--- src/rtl/cdc_tx_scheduler.sv ---
// cdc_tx_scheduler: source-domain re-timer for the CDC unit's tick, cfg and play channels.
// Each data channel issues one-cycle pulses with frozen payloads. Consecutive pulses are at
// least DATA_INTERVAL cycles apart. One early request per channel is buffered, and a further
// request while that buffer is full sets a sticky overrun flag. play_out follows play_in and
// holds for BIT_INTERVAL cycles after every change.
// Ports:
//   clk, rst_n                 clock, async active-low reset
//   tick_req_in, dsp0/1_in     audio request pulse + 24-bit payloads
//   cfg_req_in, cfg_reg_in     config request pulse + 32-bit payload
//   play_in                    requested play level
//   clr_ovr_in                 clears both overrun flags (a new overrun wins)
//   tick_out, dsp0/1_out       audio pulse + payloads to the CDC
//   cfg_out, cfg_reg_out       config pulse + payload to the CDC
//   play_out                   rate-limited play level
//   tick_ovr_out, cfg_ovr_out  sticky overrun flags
//   busy_out                   any guard, pending entry or play hold active
module cdc_tx_scheduler #(
    parameter int unsigned DATA_INTERVAL = 4,  // CDC data-synchronizer interval
    parameter int unsigned BIT_INTERVAL  = 3   // CDC bit-synchronizer interval
) (
    input  logic        clk,
    input  logic        rst_n,
    input  logic        tick_req_in,
    input  logic [23:0] dsp0_in,
    input  logic [23:0] dsp1_in,
    input  logic        cfg_req_in,
    input  logic [31:0] cfg_reg_in,
    input  logic        play_in,
    input  logic        clr_ovr_in,
    output logic        tick_out,
    output logic [23:0] dsp0_out,
    output logic [23:0] dsp1_out,
    output logic        cfg_out,
    output logic [31:0] cfg_reg_out,
    output logic        play_out,
    output logic        tick_ovr_out,
    output logic        cfg_ovr_out,
    output logic        busy_out
);

    localparam int unsigned GCW = $clog2(DATA_INTERVAL);
    localparam int unsigned HCW = $clog2(BIT_INTERVAL);
    localparam int unsigned TW  = 48;
    localparam int unsigned CW  = 32;

    typedef enum logic {S_IDLE = 1'b0, S_GUARD = 1'b1} ch_state_e;

    logic [1:0] ch_busy_c;

    // Channel 0 = tick/audio, channel 1 = cfg; identical logic, different payload width.
    for (genvar g = 0; g < 2; g++) begin : g_ch
        localparam int unsigned W = (g == 0) ? TW : CW;

        logic           req;
        logic [W-1:0]   din;
        ch_state_e      state, state_nxt;
        logic [GCW-1:0] cnt, cnt_nxt;
        logic           pend_v, pend_v_nxt;
        logic [W-1:0]   pend_d, pend_d_nxt;
        logic           issue_c;
        logic [W-1:0]   issue_d_c;
        logic           ovr_set_c;
        logic           pulse, pulse_nxt;
        logic [W-1:0]   payload, payload_nxt;
        logic           ovr, ovr_nxt;

        if (g == 0) begin : g_io
            assign req                  = tick_req_in;
            assign din                  = {dsp1_in, dsp0_in};
            assign tick_out             = pulse;
            assign {dsp1_out, dsp0_out} = payload;
            assign tick_ovr_out         = ovr;
        end else begin : g_io
            assign req          = cfg_req_in;
            assign din          = cfg_reg_in;
            assign cfg_out      = pulse;
            assign cfg_reg_out  = payload;
            assign cfg_ovr_out  = ovr;
        end

        // State, guard counter, pending buffer and output registers.
        always_ff @(posedge clk or negedge rst_n) begin
            if (!rst_n) begin
                state   <= S_IDLE;
                cnt     <= '0;
                pend_v  <= 1'b0;
                pend_d  <= '0;
                pulse   <= 1'b0;
                payload <= '0;
                ovr     <= 1'b0;
            end else begin
                state   <= state_nxt;
                cnt     <= cnt_nxt;
                pend_v  <= pend_v_nxt;
                pend_d  <= pend_d_nxt;
                pulse   <= pulse_nxt;
                payload <= payload_nxt;
                ovr     <= ovr_nxt;
            end
        end

        // Next state. cnt==0 in GUARD is the last guard cycle: the decision made there
        // lands the next pulse exactly DATA_INTERVAL cycles after the previous one.
        always_comb begin
            state_nxt  = state;
            cnt_nxt    = cnt;
            pend_v_nxt = pend_v;
            pend_d_nxt = pend_d;
            issue_c    = 1'b0;
            issue_d_c  = din;
            ovr_set_c  = 1'b0;
            case (state)
                S_IDLE: begin
                    if (req) begin
                        issue_c = 1'b1;
                    end
                end
                S_GUARD: begin
                    if (cnt == '0) begin
                        if (pend_v) begin
                            // Pending leaves this cycle, so a new request refills it freely.
                            issue_c    = 1'b1;
                            issue_d_c  = pend_d;
                            pend_v_nxt = req;
                            if (req) begin
                                pend_d_nxt = din;
                            end
                        end else if (req) begin
                            issue_c = 1'b1;
                        end else begin
                            state_nxt = S_IDLE;
                        end
                    end else begin
                        cnt_nxt = cnt - GCW'(1);
                        if (req) begin
                            if (!pend_v) begin
                                pend_v_nxt = 1'b1;
                                pend_d_nxt = din;
                            end else begin
                                ovr_set_c = 1'b1;
                            end
                        end
                    end
                end
                default: state_nxt = S_IDLE;
            endcase
            if (issue_c) begin
                state_nxt = S_GUARD;
                cnt_nxt   = GCW'(DATA_INTERVAL - 1);
            end
        end

        // Outputs: one-cycle pulse, payload frozen between pulses, set-dominant overrun.
        always_comb begin
            pulse_nxt   = issue_c;
            payload_nxt = payload;
            if (issue_c) begin
                payload_nxt = issue_d_c;
            end
            ovr_nxt = ovr_set_c | (ovr & ~clr_ovr_in);
        end

        assign ch_busy_c[g] = (state_nxt == S_GUARD) | pend_v_nxt;
    end

    logic [HCW-1:0] hold, hold_nxt;
    logic           play_nxt;

    // Play follows play_in only once the hold has run out; hold==0 means free.
    always_comb begin
        play_nxt = play_out;
        hold_nxt = hold;
        if (hold == '0) begin
            if (play_in != play_out) begin
                play_nxt = play_in;
                hold_nxt = HCW'(BIT_INTERVAL - 1);
            end
        end else begin
            hold_nxt = hold - HCW'(1);
        end
    end

    // Play and busy registers.
    always_ff @(posedge clk or negedge rst_n) begin
        if (!rst_n) begin
            play_out <= 1'b0;
            hold     <= '0;
            busy_out <= 1'b0;
        end else begin
            play_out <= play_nxt;
            hold     <= hold_nxt;
            busy_out <= (|ch_busy_c) | (hold_nxt != '0);
        end
    end

endmodule

--- config.mk ---
export PLATFORM = sky130hd
export DESIGN_NAME = cdc_tx_scheduler
export DESIGN_NICKNAME = d
export VERILOG_FILES = /design/src/rtl/cdc_tx_scheduler.sv
export SDC_FILE = /design/constraint.sdc
export NUM_CORES = 1
export LEC_CHECK = 0
export BUFFER_PORTS_ARGS = -buffer_cell sky130_fd_sc_hd__buf_4
export CAP_MARGIN = 10
export CELL_PAD_IN_SITES_DETAIL_PLACEMENT = 1
export CELL_PAD_IN_SITES_GLOBAL_PLACEMENT = 2
export CORE_MARGIN = 1
export CORE_UTILIZATION = 32
export CTS_CLUSTER_DIAMETER = 80
export DETAILED_ROUTE_END_ITERATION = 8
export GPL_ROUTABILITY_DRIVEN = 0
export GPL_TIMING_DRIVEN = 0
export HOLD_SLACK_MARGIN = 0.02
export PLACE_DENSITY = 0.84
export SLEW_MARGIN = 20
export SYNTH_ARGS = -nofsm -noshare
export SYNTH_HDL_FRONTEND = slang
export SYNTH_SLANG_ARGS = --single-unit
--- constraint.sdc ---
create_clock -name clk -period 1.7 [get_ports clk]
set_input_delay 0.255 -clock clk [delete_from_list [all_inputs] [get_ports clk]]
set_output_delay 0.255 -clock clk [all_outputs]
set_load 0.02 [all_outputs]
# [After elaboration in Yosys (flattened, before gate mapping)]
# Cells that the tools add are included.
[totals] out_inout_bits=86 word_cells=103 regBits=176
[op_classes] add_sub_neg=3 muxes=52 reduce_logical=14 n_bitwise=10 eq_ne=7
[ops] cell="48-bit 2-to-1 mux" count=7
[ops] cell="32-bit 2-to-1 mux" count=7
[ops] cell="1-bit 2-to-1 mux" count=28
[ops] cell="2-bit 2-to-1 mux" count=8
[ops] cell="2-bit != test (second input constant)" count=6
[ops] cell="2-bit nonzero test" count=5
[ops] cell="4-bit AND reduction" count=2
[ops] cell="2-bit logical NOT" count=3
[ops] cell="2-bit AND reduction" count=3
[ops] cell="2-bit by 1-bit subtractor with 2-bit output (second input constant)" count=3
[ops] cell="1-bit OR" count=5
[ops] cell="1-bit case mux with 2 select lines" count=2
[ops] cell="1-bit NOT" count=3
[ops] cell="1-bit bitwise AND" count=2
[ops] cell="2-bit OR reduction" count=1
[ops] cell="1-bit != test" count=1

# [Depth between registers and ports, before layout]
[depth] depth_word=8 depth_mapped=9 mapped_depth_nobuf=6

# [Worst setup path after synthesis]
# OpenSTA, ideal clock, no wires.
[synth_timing] kind="register -> register" start="register g_ch[0].cnt[0]" end="register g_ch[0].payload[40]" path_stages_with_launch=10 path_buffers=3 t_arrival_ps=1647 setup_ps=135 slack_ps=-83 required_time_ps=1565 path_cell_list="dfrtp_1 -> inv_1 -> ha_1 -> and2b_1 -> or2_1 -> buf_2 -> buf_2 -> buf_2 -> nand2_1 -> o21ai_0"
[synth_between] elab_chain_cells=3 word_cells_on_any_way=5 cone_classes="4 x mux; 1 x reduce/logical"
[synth_lines] element="from (decl)" line_no="57" text="logic [GCW-1:0] cnt, cnt_nxt;"
[synth_lines] element="from (signal assigned)" line_no="93" text="cnt <= cnt_nxt;"
[synth_lines] element="2-bit logical NOT (*)" line_no="119" text="if (cnt == '0) begin"
[synth_lines] element="1-bit 2-to-1 mux or 48-bit 2-to-1 mux (tied branches)" line_no="119"
[synth_lines] element="1-bit case mux with 2 select lines or 48-bit 2-to-1 mux (tied branches)" line_no="112" text="case (state)"
[synth_lines] element="to (signal assigned)" line_no="97" text="payload <= payload_nxt;"
[synth_lines] element="to (decl)" line_no="64" text="logic [W-1:0] payload, payload_nxt;"
# Every way passes the cells marked *; elsewhere a longest branch is shown, timed or not.
# A chain may end at the register's enable or synchronous reset.

# [Worst setup path after layout]
[layout_timing] start="register g_ch[1].cnt[0]" end="register busy_out"
[layout_between] elab_chain_cells=7 word_cells_on_any_way=11 cone_classes="7 x mux; 2 x bitwise; 2 x reduce/logical"
[layout_lines] element="from (decl)" line_no="57"
[layout_lines] element="from (signal assigned)" line_no="93"
[layout_lines] element="2-bit logical NOT (*)" line_no="119"
[layout_lines] element="1-bit 2-to-1 mux" line_no="119"
[layout_lines] element="1-bit case mux with 2 select lines or 1-bit 2-to-1 mux (tied branches)" line_no="112"
[layout_lines] element="1-bit 2-to-1 mux (*)" line_no="147" text="if (issue_c) begin"
[layout_lines] element="named net g_ch[1].state_nxt" line_no="56" text="ch_state_e state, state_nxt;"
[layout_lines] element="1-bit OR (*)" line_no="163" text="assign ch_busy_c[g] = (state_nxt == S_GUARD) | pend_v_nxt;"
[layout_lines] element="2-bit OR reduction (*)" line_no="192" text="busy_out <= (|ch_busy_c) | (hold_nxt != '0);"
[layout_lines] element="1-bit OR (*)" line_no="192"
[layout_lines] element="to (signal assigned)" line_no="192"
[layout_lines] element="to (decl)" line_no="38" text="output logic busy_out"
# The timed path passes the listed nets; every way through them passes the cells marked *.

==> reports/qor.yml <==
status: "finished with violations"
violations: "setup timing"
ys_types: 26
synth_top_area_frac: 0.598
stdcell_area_um2: 10700
synthTopCellsByArea: "dfrtp_1, mux2_2, mux2i_1, nand2_1, o21ai_0"
grt_busiest_layer: "met2"
tightest_slew_ns: 0.671
dpl.hpwl_mm: 12.6
crit_path_max_fanout: 3
via_per_inst: 4.76
insertion_delay_ns: 0.43
cts_buffers: 17
p_leak_nw: 5.37
routedWlPerCell_um: 17.6
critPathLaunchType: "register"
cts.clk_slew.worst_paths_ns: 0.08
synthMostInstantiatedCell: "dfrtp_1"
max-slew-margin-rel: 0.552
setup_violations: 52
crit_path_top_delay_cell: "or4_1"
cts_buffer_depth: 2
drv_cap: 0
ys_ff_latch: 176
drc_errors: 0
yosys_most_used_dff: "dfrtp_1"
ios: 172
grt_util_met2: 0.271
portBuffers: 171
layout-drive-gt1-share: 0.505
vias: 5270
final_antenna_net_count: 0
die_h_um: 154
cp_cell_sequence: "inv_2, ha_4, nand2b_4, a21o_1, or4_1, or3_1"
synth_cells: 592
fill_cells: 2380
antennaDiodeCount: 0
synth_area_um2: 7370
grt_pass1_vias: 5606
whs_ns: 0.0640
yosysWarnings: 0
grt_pass1_wl_mm: 30.5
synthArstFlopShare: 1.00
grt.overflow.total: 0
grt_max_degree: 95
drtPass1Iterations: 4
core_area_um2: 22600
dp_worst_setup_slack_ns: -0.338
required_ns: 2.00
synth_edf_count: 0
rows: 55
arrival_ns: 2.07
cp-end-kind: "register"
rsz0062_at_grt: "true"
dp_cells: 1049
clock_tree.root_cell: "clkbuf_16"
fin_nets: 899
worstSetupPathType: "reg -> reg"
antenna_found_initial: 0
syn_nets: 682
p_per_area_nw_per_um2: 2110
skew_ns: 0.0161
areaGrowthSynthToFinish_pct: 44.7
layout_setup_ws_ns: -0.0682
ys_seq_area_frac: 0.598
drt-total-wl_mm: 19.5
multi_input_area_um2: 3170
htree_num_levels: 4
synth_area_leader_cell: "dfrtp_1"
placed_cell_area_um2: 9080
report.final.slew_viol_count: 0
cpPeakStageDelay_ns: 0.49
cts_tree: "done"
max_freq_mhz: 566
seq_area_um2: 4400
fp.dieW_um: 154
grt_usage: 0.165
fin_crit_sh: 1.04
ir_drop_v: 0.000783
dieArea_um2: 23600
synth_commonest_cells: "dfrtp_1, mux2_2, mux2i_1, nand2_1, o21ai_0"
initial_utilization: 0.326
groute.layer.met3.usage: 0.0316
layout_min_cycle_time_ns: 1.77
fin_cells: 1107
syn_area_per_cell_um2: 12.4
cts.sinks: 176
hp-class: "in -> reg"
utilization: 0.471
first_iter_violations: 139
finalHoldViolations: 0
use_met1: 0.221
==> cells in the final DEF, fill, tap and decap left out, types with 3 or more instances in the layout <==
master | synthesis | layout
a21oi_1 | 8 | 6
buf_12 | 0 | 7
buf_2 | 24 | 3
buf_4 | 3 | 197
buf_6 | 1 | 9
buf_8 | 0 | 7
bufinv_16 | 0 | 3
clkbuf_16 | 0 | 22
clkinvlp_4 | 0 | 3
dfrtp_1 | 176 | 176
ha_4 | 0 | 4
inv_1 | 11 | 7
inv_2 | 0 | 4
mux2_2 | 82 | 56
mux2_4 | 0 | 26
mux2i_1 | 82 | 82
nand2_1 | 81 | 53
nand2_2 | 0 | 11
nand2_4 | 0 | 17
nand3_1 | 5 | 3
nor2_1 | 4 | 4
o21ai_0 | 54 | 27
o21ai_1 | 30 | 33
o21ai_2 | 0 | 23
==> layout make-up <==
class                           instances  area share
Sequential cell                       176       0.413
Tap cell                              285      0.0334
Buffer                                 36      0.0380
Inverter                               11     0.00387
Multi-Input combinational cell        367       0.297
Timing Repair Buffer                  200       0.157
Clock inverter                         13      0.0164
Clock buffer                           19      0.0415
==> logic make-up (layout without fill, tap and decap cells) <==
kind of cell | Yosys count | in the layout | synth area share
flip-flops | 176 | 176 | 0.598
multiplexers | 164 | 164 | 0.237
AND/OR/NAND/NOR | 102 | 102 | 0.0596
AO/OA/AOI/OAI | 96 | 96 | 0.0666
buffers and inverters | 49 | 279 | 0.0316
adder cells (fa/ha/maj) | 4 | 4 | 0.00679
XOR/XNOR | 1 | 1 | 0.00119
==> layer usage <==
layer | share of wire | vias to the layer above | routed length [um]
met5 | 0 | - | 0
met4 | 0.0087 | 0 | 170
met3 | 0.029 | 11 | 559
met2 | 0.50 | 104 | 9760
met1 | 0.46 | 2680 | 8970
li1 | - | 2475 | -
==> critical path, delay by kind of cell, from the launching register on <==
| family | cells | cell delay (ns) |
|---|---|---|
| AO/OA/AOI/OAI | 1 | 0.16 |
| adder cells (fa/ha/maj) | 1 | 0.16 |
| buffers and inverters | 1 | 0.11 |
| flip-flops | 1 | 0.37 |
| AND/OR/NAND/NOR | 3 | 0.85 |
==> what timing repair did <==
| action | 4_1_cts | 5_1_grt |
|---|---|---|
| endpoints found under the hold margin | 84 | 0 |
| pin swaps | 10 | 21 |
| buffers inserted | 11 | 9 |
| hold buffers | 2 | 0 |
| gates cloned | 1 | 5 |
| gates resized for setup | 80 | 133 |
| setup endpoints to repair | 161 | 157 |
==> power breakdown <==
group,switching [mW],internal [mW],total (mW)
sequential,1.19,6.27,7.46
clock,1.80,2.39,4.19
combinational,5.30,5.60,10.9
total,8.29,14.3,22.6
==> state kept, by name, indices dropped and copies added, names as in the netlist <==
name / cells
g_ch.pend_v: 2
hold: 2
tick_ovr_out: 1
cfg_reg_out: 32
cfg_ovr_out: 1
g_ch.cnt: 4
busy_out: 1
g_ch.state: 2
play_out: 1
cfg_out: 1
g_ch.payload: 48
g_ch.pend_d: 80
tick_out: 1
==> worst paths after layout <==
| kind | slack, ns | start | cells after the start | end |
|---|---|---|---|---|
| min | 0.06 | dsp1_in[22] | 2 | g_ch[0].pend_d[46] |
| max | -0.07 | g_ch[1].cnt[0] | 6 | busy_out |
| min in group asynchronous | 0.40 | rst_n | 2 | cfg_reg_out[22] |
| min reg2reg | 0.48 | hold[0] | 1 | hold[0] |
| max in group asynchronous | 0.37 | rst_n | 3 | g_ch[0].pend_d[27] |
| max reg2reg | -0.07 | g_ch[1].cnt[0] | 6 | busy_out |
==> metrics by stage <==
stage	power (mW)	TNS, ns
global placement	15.7	-172.29
CTS	21.2	-1.04
finish	22.6	-0.964
floorplan	12.8	-0.700
detailed placement	16.1	-33.40
global route	24.0	-6.65
No activity file was read; power rests on OpenSTA's default activity.
